**config.mk**
```make
export PLATFORM = sky130hd
export DESIGN_NAME = mem_access_unit
export DESIGN_NICKNAME = d
export VERILOG_FILES = /design/src/rtl/mem_access_unit.sv
export SDC_FILE = /design/constraint.sdc
export NUM_CORES = 1
export LEC_CHECK = 0
export ABC_AREA = 1
export CAP_MARGIN = 20
export CORE_ASPECT_RATIO = 1.2
export CORE_MARGIN = 1.5
export CORE_UTILIZATION = 29
export CTS_CLUSTER_DIAMETER = 60
export DETAILED_ROUTE_END_ITERATION = 6
export GPL_ROUTABILITY_DRIVEN = 0
export PLACE_DENSITY = 0.89
export SYNTH_ARGS = -nofsm -noshare
export SYNTH_HDL_FRONTEND = slang
export SYNTH_SLANG_ARGS = --single-unit
```
**constraint.sdc**
```tcl
create_clock -name i_clk -period 1.4 [get_ports i_clk]
set_clock_uncertainty 0.05 [all_clocks]
set_input_delay 0.14 -clock i_clk [delete_from_list [all_inputs] [get_ports i_clk]]
set_output_delay 0.14 -clock i_clk [all_outputs]
set_load 0.005 [all_outputs]
```
**src/rtl/mem_access_unit.sv**
```systemverilog
// Load/store front-end for a byte-write BRAM: issues byte enables, replicated store data and
// read address, then extracts and extends the returned lane one cycle later.
module mem_access_unit #(
    parameter int unsigned ADDR_W     = 9,
    parameter bit          BIG_ENDIAN = 1'b0
) (
    input  logic              i_clk,
    input  logic              i_rst,
    input  logic              i_valid,
    input  logic              i_wr,
    input  logic [1:0]        i_size,
    input  logic              i_unsigned,
    input  logic [ADDR_W+1:0] i_addr,
    input  logic [31:0]       i_wdata,
    input  logic              i_hold,
    output logic              o_ready,
    output logic [ADDR_W-1:0] o_bram_waddr,
    output logic [ADDR_W-1:0] o_bram_raddr,
    output logic [31:0]       o_bram_din,
    output logic [3:0]        o_bram_wen,
    output logic              o_bram_ren,
    input  logic [31:0]       i_bram_dout,
    output logic [31:0]       o_rdata,
    output logic              o_rdata_valid,
    output logic              o_misaligned,
    output logic [ADDR_W+1:0] o_badaddr
);

    logic       acc;
    logic       fault;
    logic [1:0] off;
    logic [1:0] lane;
    logic       hi_half;

    assign o_ready      = ~i_hold;
    assign o_bram_waddr = i_addr[ADDR_W+1:2];
    assign o_bram_raddr = i_addr[ADDR_W+1:2];

    always_comb begin
        acc     = i_valid & ~i_hold;
        off     = i_addr[1:0];
        fault   = (i_size == 2'b11) | ((i_size == 2'b01) & off[0]) |
                  ((i_size == 2'b10) & (off != 2'b00));
        lane    = BIG_ENDIAN ? ~off : off;
        hi_half = BIG_ENDIAN ? ~off[1] : off[1];

        case (i_size)
            2'b00:   o_bram_din = {4{i_wdata[7:0]}};
            2'b01:   o_bram_din = {2{i_wdata[15:0]}};
            default: o_bram_din = i_wdata;
        endcase

        // Enables are gated by reset so nothing reaches the BRAM while i_rst is low.
        o_bram_wen = 4'b0000;
        if (i_rst && acc && i_wr && !fault) begin
            case (i_size)
                2'b00:   o_bram_wen = 4'b0001 << lane;
                2'b01:   o_bram_wen = hi_half ? 4'b1100 : 4'b0011;
                default: o_bram_wen = 4'b1111;
            endcase
        end
        o_bram_ren = i_rst & acc & ~i_wr & ~fault;
    end

    logic              r_valid_q, r_valid_d;
    logic              r_mis_q, r_mis_d;
    logic              mis_shown_q, mis_shown_d;
    logic              r_uns_q, r_uns_d;
    logic [1:0]        r_off_q, r_off_d;
    logic [1:0]        r_size_q, r_size_d;
    logic [ADDR_W+1:0] badaddr_q, badaddr_d;

    always_comb begin
        r_valid_d = r_valid_q;
        r_mis_d   = r_mis_q;
        r_uns_d   = r_uns_q;
        r_off_d   = r_off_q;
        r_size_d  = r_size_q;
        badaddr_d = badaddr_q;
        // A fault held across a stall is reported only on its first response cycle.
        mis_shown_d = i_hold ? (mis_shown_q | r_mis_q) : 1'b0;
        if (!i_hold) begin
            r_valid_d = acc & ~i_wr & ~fault;
            r_mis_d   = acc & fault;
            r_uns_d   = i_unsigned;
            r_off_d   = off;
            r_size_d  = i_size;
        end
        if (acc && fault) begin
            badaddr_d = i_addr;
        end
    end

    always_ff @(posedge i_clk or negedge i_rst) begin
        if (!i_rst) begin
            r_valid_q   <= 1'b0;
            r_mis_q     <= 1'b0;
            mis_shown_q <= 1'b0;
            r_uns_q     <= 1'b0;
            r_off_q     <= 2'b00;
            r_size_q    <= 2'b00;
            badaddr_q   <= '0;
        end else begin
            r_valid_q   <= r_valid_d;
            r_mis_q     <= r_mis_d;
            mis_shown_q <= mis_shown_d;
            r_uns_q     <= r_uns_d;
            r_off_q     <= r_off_d;
            r_size_q    <= r_size_d;
            badaddr_q   <= badaddr_d;
        end
    end

    logic [1:0]  rd_lane;
    logic        rd_hi;
    logic [7:0]  rd_byte;
    logic [15:0] rd_half;

    always_comb begin
        rd_lane = BIG_ENDIAN ? ~r_off_q : r_off_q;
        rd_hi   = BIG_ENDIAN ? ~r_off_q[1] : r_off_q[1];
        rd_byte = i_bram_dout[{rd_lane, 3'b000} +: 8];
        rd_half = i_bram_dout[{rd_hi, 4'b0000} +: 16];
        o_rdata = 32'h0;
        if (r_valid_q) begin
            case (r_size_q)
                2'b00:   o_rdata = r_uns_q ? {24'h0, rd_byte} : {{24{rd_byte[7]}}, rd_byte};
                2'b01:   o_rdata = r_uns_q ? {16'h0, rd_half} : {{16{rd_half[15]}}, rd_half};
                default: o_rdata = i_bram_dout;
            endcase
        end
    end

    assign o_rdata_valid = r_valid_q;
    assign o_misaligned  = r_mis_q & ~mis_shown_q;
    assign o_badaddr     = badaddr_q;

endmodule

```
Word-level counts from Yosys, hierarchy flattened --
Index checks and enable logic that the tools add are counted.
Storage, ports and cells: flip-flop bits (word level) 19, input port bits 83, output and inout port bits 101
Operators by class: equality and inequality tests 4, shift-type cells 3, multiplexer cells 9, bitwise gates (word level) 17, reductions and logical operators 8
Operators by type and width (count):
- $pmux W32 S2 | 2
- $mux W32 | 3
- $shiftx A32 B6 Y16 | 1
- $shiftx A32 B6 Y8 | 1
- $and A1 B1 Y1 | 10
- $mux W4 | 2
- $pmux W4 S2 | 1
- $eq A2 B1 Y1 const B | 2
- $eq A2 B2 Y1 const B | 2
- $logic_and A1 B1 Y1 | 4
- $logic_not A2 Y1 | 2
- $not A1 Y1 | 4
- $shl A1 B2 Y4 const A | 1
- $or A1 B1 Y1 | 3
- $reduce_bool A2 Y1 | 1
- $logic_not A1 Y1 | 1
- $mux W1 | 1

Logic depth before layout (Yosys ltp) --
depth after elaboration 7, depth in mapped cells 11

Worst setup path before layout --
OpenSTA, ideal clock, no wires.
kind flip-flop to output port, start register r_size_q[1], end output o_rdata[21], data arrival time 1303 ps, required time 1210 ps, slack -93 ps, cell stages (with the launch flop) 11, buffers on the path 1, path through dfrtp_1 inv_4 nand2_2 nor2_8 nand2_2 nand2_2 nand2_4 nand3_2 nand2_4 buf_6 nor2_2
Between the ends: cells in the longest elaborated chain, start to end 3
RTL lines:
- start: declaration | RTL line 70 | logic [1:0] r_size_q, r_size_d;
- start signal: assignment | RTL line 109 | r_size_q <= r_size_d;
- $eq A2 B1 Y1 / $logic_not A2 Y1 (equally long branches) | RTL line 126 | case (r_size_q)
- $pmux W32 S2 (*) | RTL line 126
- $mux W32 (*) | RTL line 125 | if (r_valid_q) begin
- end: declaration | RTL line 23 | output logic [31:0] o_rdata,
Mark *: on every way between the ends. The rest lies on a longest branch, timed or not.

Worst setup path after layout --
start register r_off_q[1], end output o_rdata[26]
Between the ends: cells in the longest elaborated chain, start to end 4
RTL lines:
- start: declaration | RTL line 69 | logic [1:0] r_off_q, r_off_d;
- start signal: assignment | RTL line 108 | r_off_q <= r_off_d;
- $shiftx A32 B6 Y16 / $shiftx A32 B6 Y8 (equally long branches) | RTL line 123, 122
- $mux W32, on equally long branches | RTL line 128, 127
- $pmux W32 S2 (*) | RTL line 126
- $mux W32 (*) | RTL line 125
Marks and branches as above.

==> run summary <==
Final Hold Vio Count - 0
Critical Path Source Type - flop
#FFs+latches synth - 19
Count of cell types in the netlist - 22
Cell Rows - 34
Avg Inst Size Synth - 5.56 um2
Pwr Total - 2.62 mW
Global-route wire length before repair - 15100 um
WHS Endpoint - r_off_q[1]$_DFFE_PN0N_
Failing checks - setup timing
Core area - 7190 um2
Logic pwr share - 59.0%
Terminus of the critical flop-to-flop path - r_off_q[1]$_DFFE_PN0N_
Clk pwr share - 14.9%
ANT nets after route - 0
Hold Crit Class - in -> reg
CTS H-tree depth - 1
Initial antenna violation count - 0
Critical Path End Type - output pin
Worst path required time - 1210 ps
Net Sw Frac - 36.5%
Largest net degree at the start of global routing - 20
Reg clk slew, reported paths - 70 ps
Post-Syn Instances - 384
Synth Net Count - 467
RSZ-0062 raised after global routing - yes
Setup CP Type - reg -> out
Max Root-Sink Buffers - 2
Worst Setup SP - r_off_q[1]$_DFFE_PN0N_
Most frequent cells in the layout - 151 x nand2_1, 103 x clkdlybuf4s50_1, 45 x buf_4, 36 x buf_2, 33 x dlygate4sd2_1
Sequential share of the synthesized area - 22.3%
DRT Pass-1 Iters - 5
GR Overflow Total - 0
Setup ws final - -550 ps
Arrival @ worst endpoint - 1760 ps
VDD IR max - 662 uV
Pwr per Cell Area - 573 nW/um2
CP peak stage delay - 470 ps
Sw power - 0.954 mW
Cell-internal power - 1.66 mW
Total track usage - 24.3%
R2R Setup Slk - 470 ps
Cell mode on critical path - nand2_4
Slew headroom - 82.9%
Reg2reg path depth - 3
Synthesis Warnings - 0
Layout Cells excl Fill - 691
Final setup viols - 32
Worst-margin pin slew - 256 ps
Leakage power figure - 2.56 nW
Post-Route WL - 10300 um
TritonCTS clock tree - yes
Worst-path cell chain - inv_4 -> nand2_4 -> nand2_4 -> nand2_2 -> nand2_2 -> nand2_4 -> nand3_4 -> nand2_8 -> buf_6 -> nor2_2 -> buf_2
Die height - 97.0 um
Post-route design area - 4570 um2
Fmax - 0.513 GHz
Die width - 81.3 um
Final net count - 685
FF-to-FF Start - r_off_q[1]$_DFFE_PN0N_
Number of global-route vias before repair - 3352
Reg power frac - 26.0%
Tcrit/Tclk final - 139%
IO Pins - 184
Fraction of layout cells with a size suffix above 1 - 33.4%
Root Buffer - clkbuf_8
First DRT Iteration DRCs - 89
Clk sinks - 19
Remaining routing DRC violations - 0
Status - finished, violations left
Initial core utilization - 29.7%
Hold Crit Depth - 3
Diode count - 0
CP max-delay cell - dfrtp_2
Worst-Skew Late Latency - 260 ps
Drt wl/cell - 14.9 um
Commonest non-fill, non-tap cell in the layout - nand2_1
Worst Hold Launch - i_hold
Avg Vias per Cell - 4.82
Dpl hpwl - 7190 um
Dpl cell area - 4150 um2
Die area - 7890 um2
Max-cap violations - 0
Crit path time final - 1950 ps
Worst slack, placed - -699 ps
Cell Area, Synth - 2140 um2
Hold slack - 217 ps
Placed insts - 661
Worst Path Max Fanout - 7
Area growth, synth to finish - 114%
CTS Buf Count - 3
Slew Viols, Final - 0
DR vias - 3331
Port bufs - 183
layout make-up:
cell class	count	area, um2
fill	604	2620
timing repair buffer	252	2240
multi-input combinational	288	1550
sequential	19	478
inverter	38	148
tap	90	113
clock buffer	4	45.0
sequential cells by signal, indices dropped and copies added (netlist names):
signal and flops:
mis_shown_q 1, r_mis_q 1, o_badaddr 11, r_off_q 2, o_rdata_valid 1, r_uns_q 1, r_size_q 2
worst max path at each step:
| stage | endpoint |
|---|---|
| 4_1_cts | o_rdata[19] |
| 3_5_place_dp | o_rdata[18] |
| 6_report | o_rdata[26] |
| 3_3_place_gp | o_bram_din[28] |
| 2_1_floorplan | o_rdata[21] |
| 5_1_grt | o_rdata[10] |
layer usage:
layer / routed length [um] / global-route usage (%) / up-vias
li1: - / - / 1587
met1: 3470 / 23.9 / 1537
met2: 5730 / 46.9 / 177
met3: 821 / 5.85 / 30
met4: 289 / 8.62 / 0
met5: 0 / 0 / -
critical path: cells and delay by family, from the launching register on:
kind                   cells  cell delay, ps
AND/OR/NAND/NOR            8             650
flip-flops                 1             470
buffers and inverters      3             380
timing repair:
action | CTS | global route
hold buffers | 1 | 0
pin swaps | 27 | 40
endpoints found under the setup margin | 68 | 43
cloned | 3 | 0
buffers inserted | 15 | 8
hold endpoints to repair | 19 | 0
gates resized for setup | 235 | 68
cells by family (layout without fill, tap and decap cells):
kind of cell / after synthesis / count (layout) / synth area share (%)
AOI/OAI and AO/OA: 33 / 33 / 8.55
buffers and inverters: 78 / 294 / 19.5
DFF: 19 / 19 / 22.3
and+or+nand+nor: 254 / 255 / 49.7
power by group through the flow:
| stage | clock network [mW] | logic, mW | registers, mW |
|---|---|---|---|
| global placement | 0 | 1.31 | 0.685 |
| detailed placement | 0 | 1.34 | 0.690 |
| floorplan | 0 | 0.523 | 0.681 |
| finish | 0.391 | 1.54 | 0.681 |
| global route | 0.409 | 1.67 | 0.689 |
| CTS | 0.397 | 1.40 | 0.680 |
per-stage QoR:
step / setup TNS (ps) / utilization (%)
floorplan: -867 / -
global placement: -36980 / 57.7
detailed placement: -38010 / 57.7
CTS: -12960 / 60.3
global route: -16480 / 63.6
finish: -14310 / 63.6
synth_stat cells:
master	count	area [um2]
buf_1	1	3.75
buf_2	2	10.0
o21ai_1	3	15.0
nor2_2	10	62.6
nand2_1	181	679
dfrtp_1	19	475
inv_2	4	15.0
clkbuf_1	8	30.0
nand2_2	3	18.8
nand2_4	2	22.5
nor2_1	36	135
o21ai_0	16	80.1
nor2_4	2	22.5
buf_6	2	22.5
buf_4	27	203
o211ai_1	7	52.6
inv_4	2	12.5
nor2_8	1	20.0
inv_1	32	120
nand3_1	18	90.1
nand3_2	1	10.0
a21oi_1	7	35.0
(Power assumes the default switching activity.)
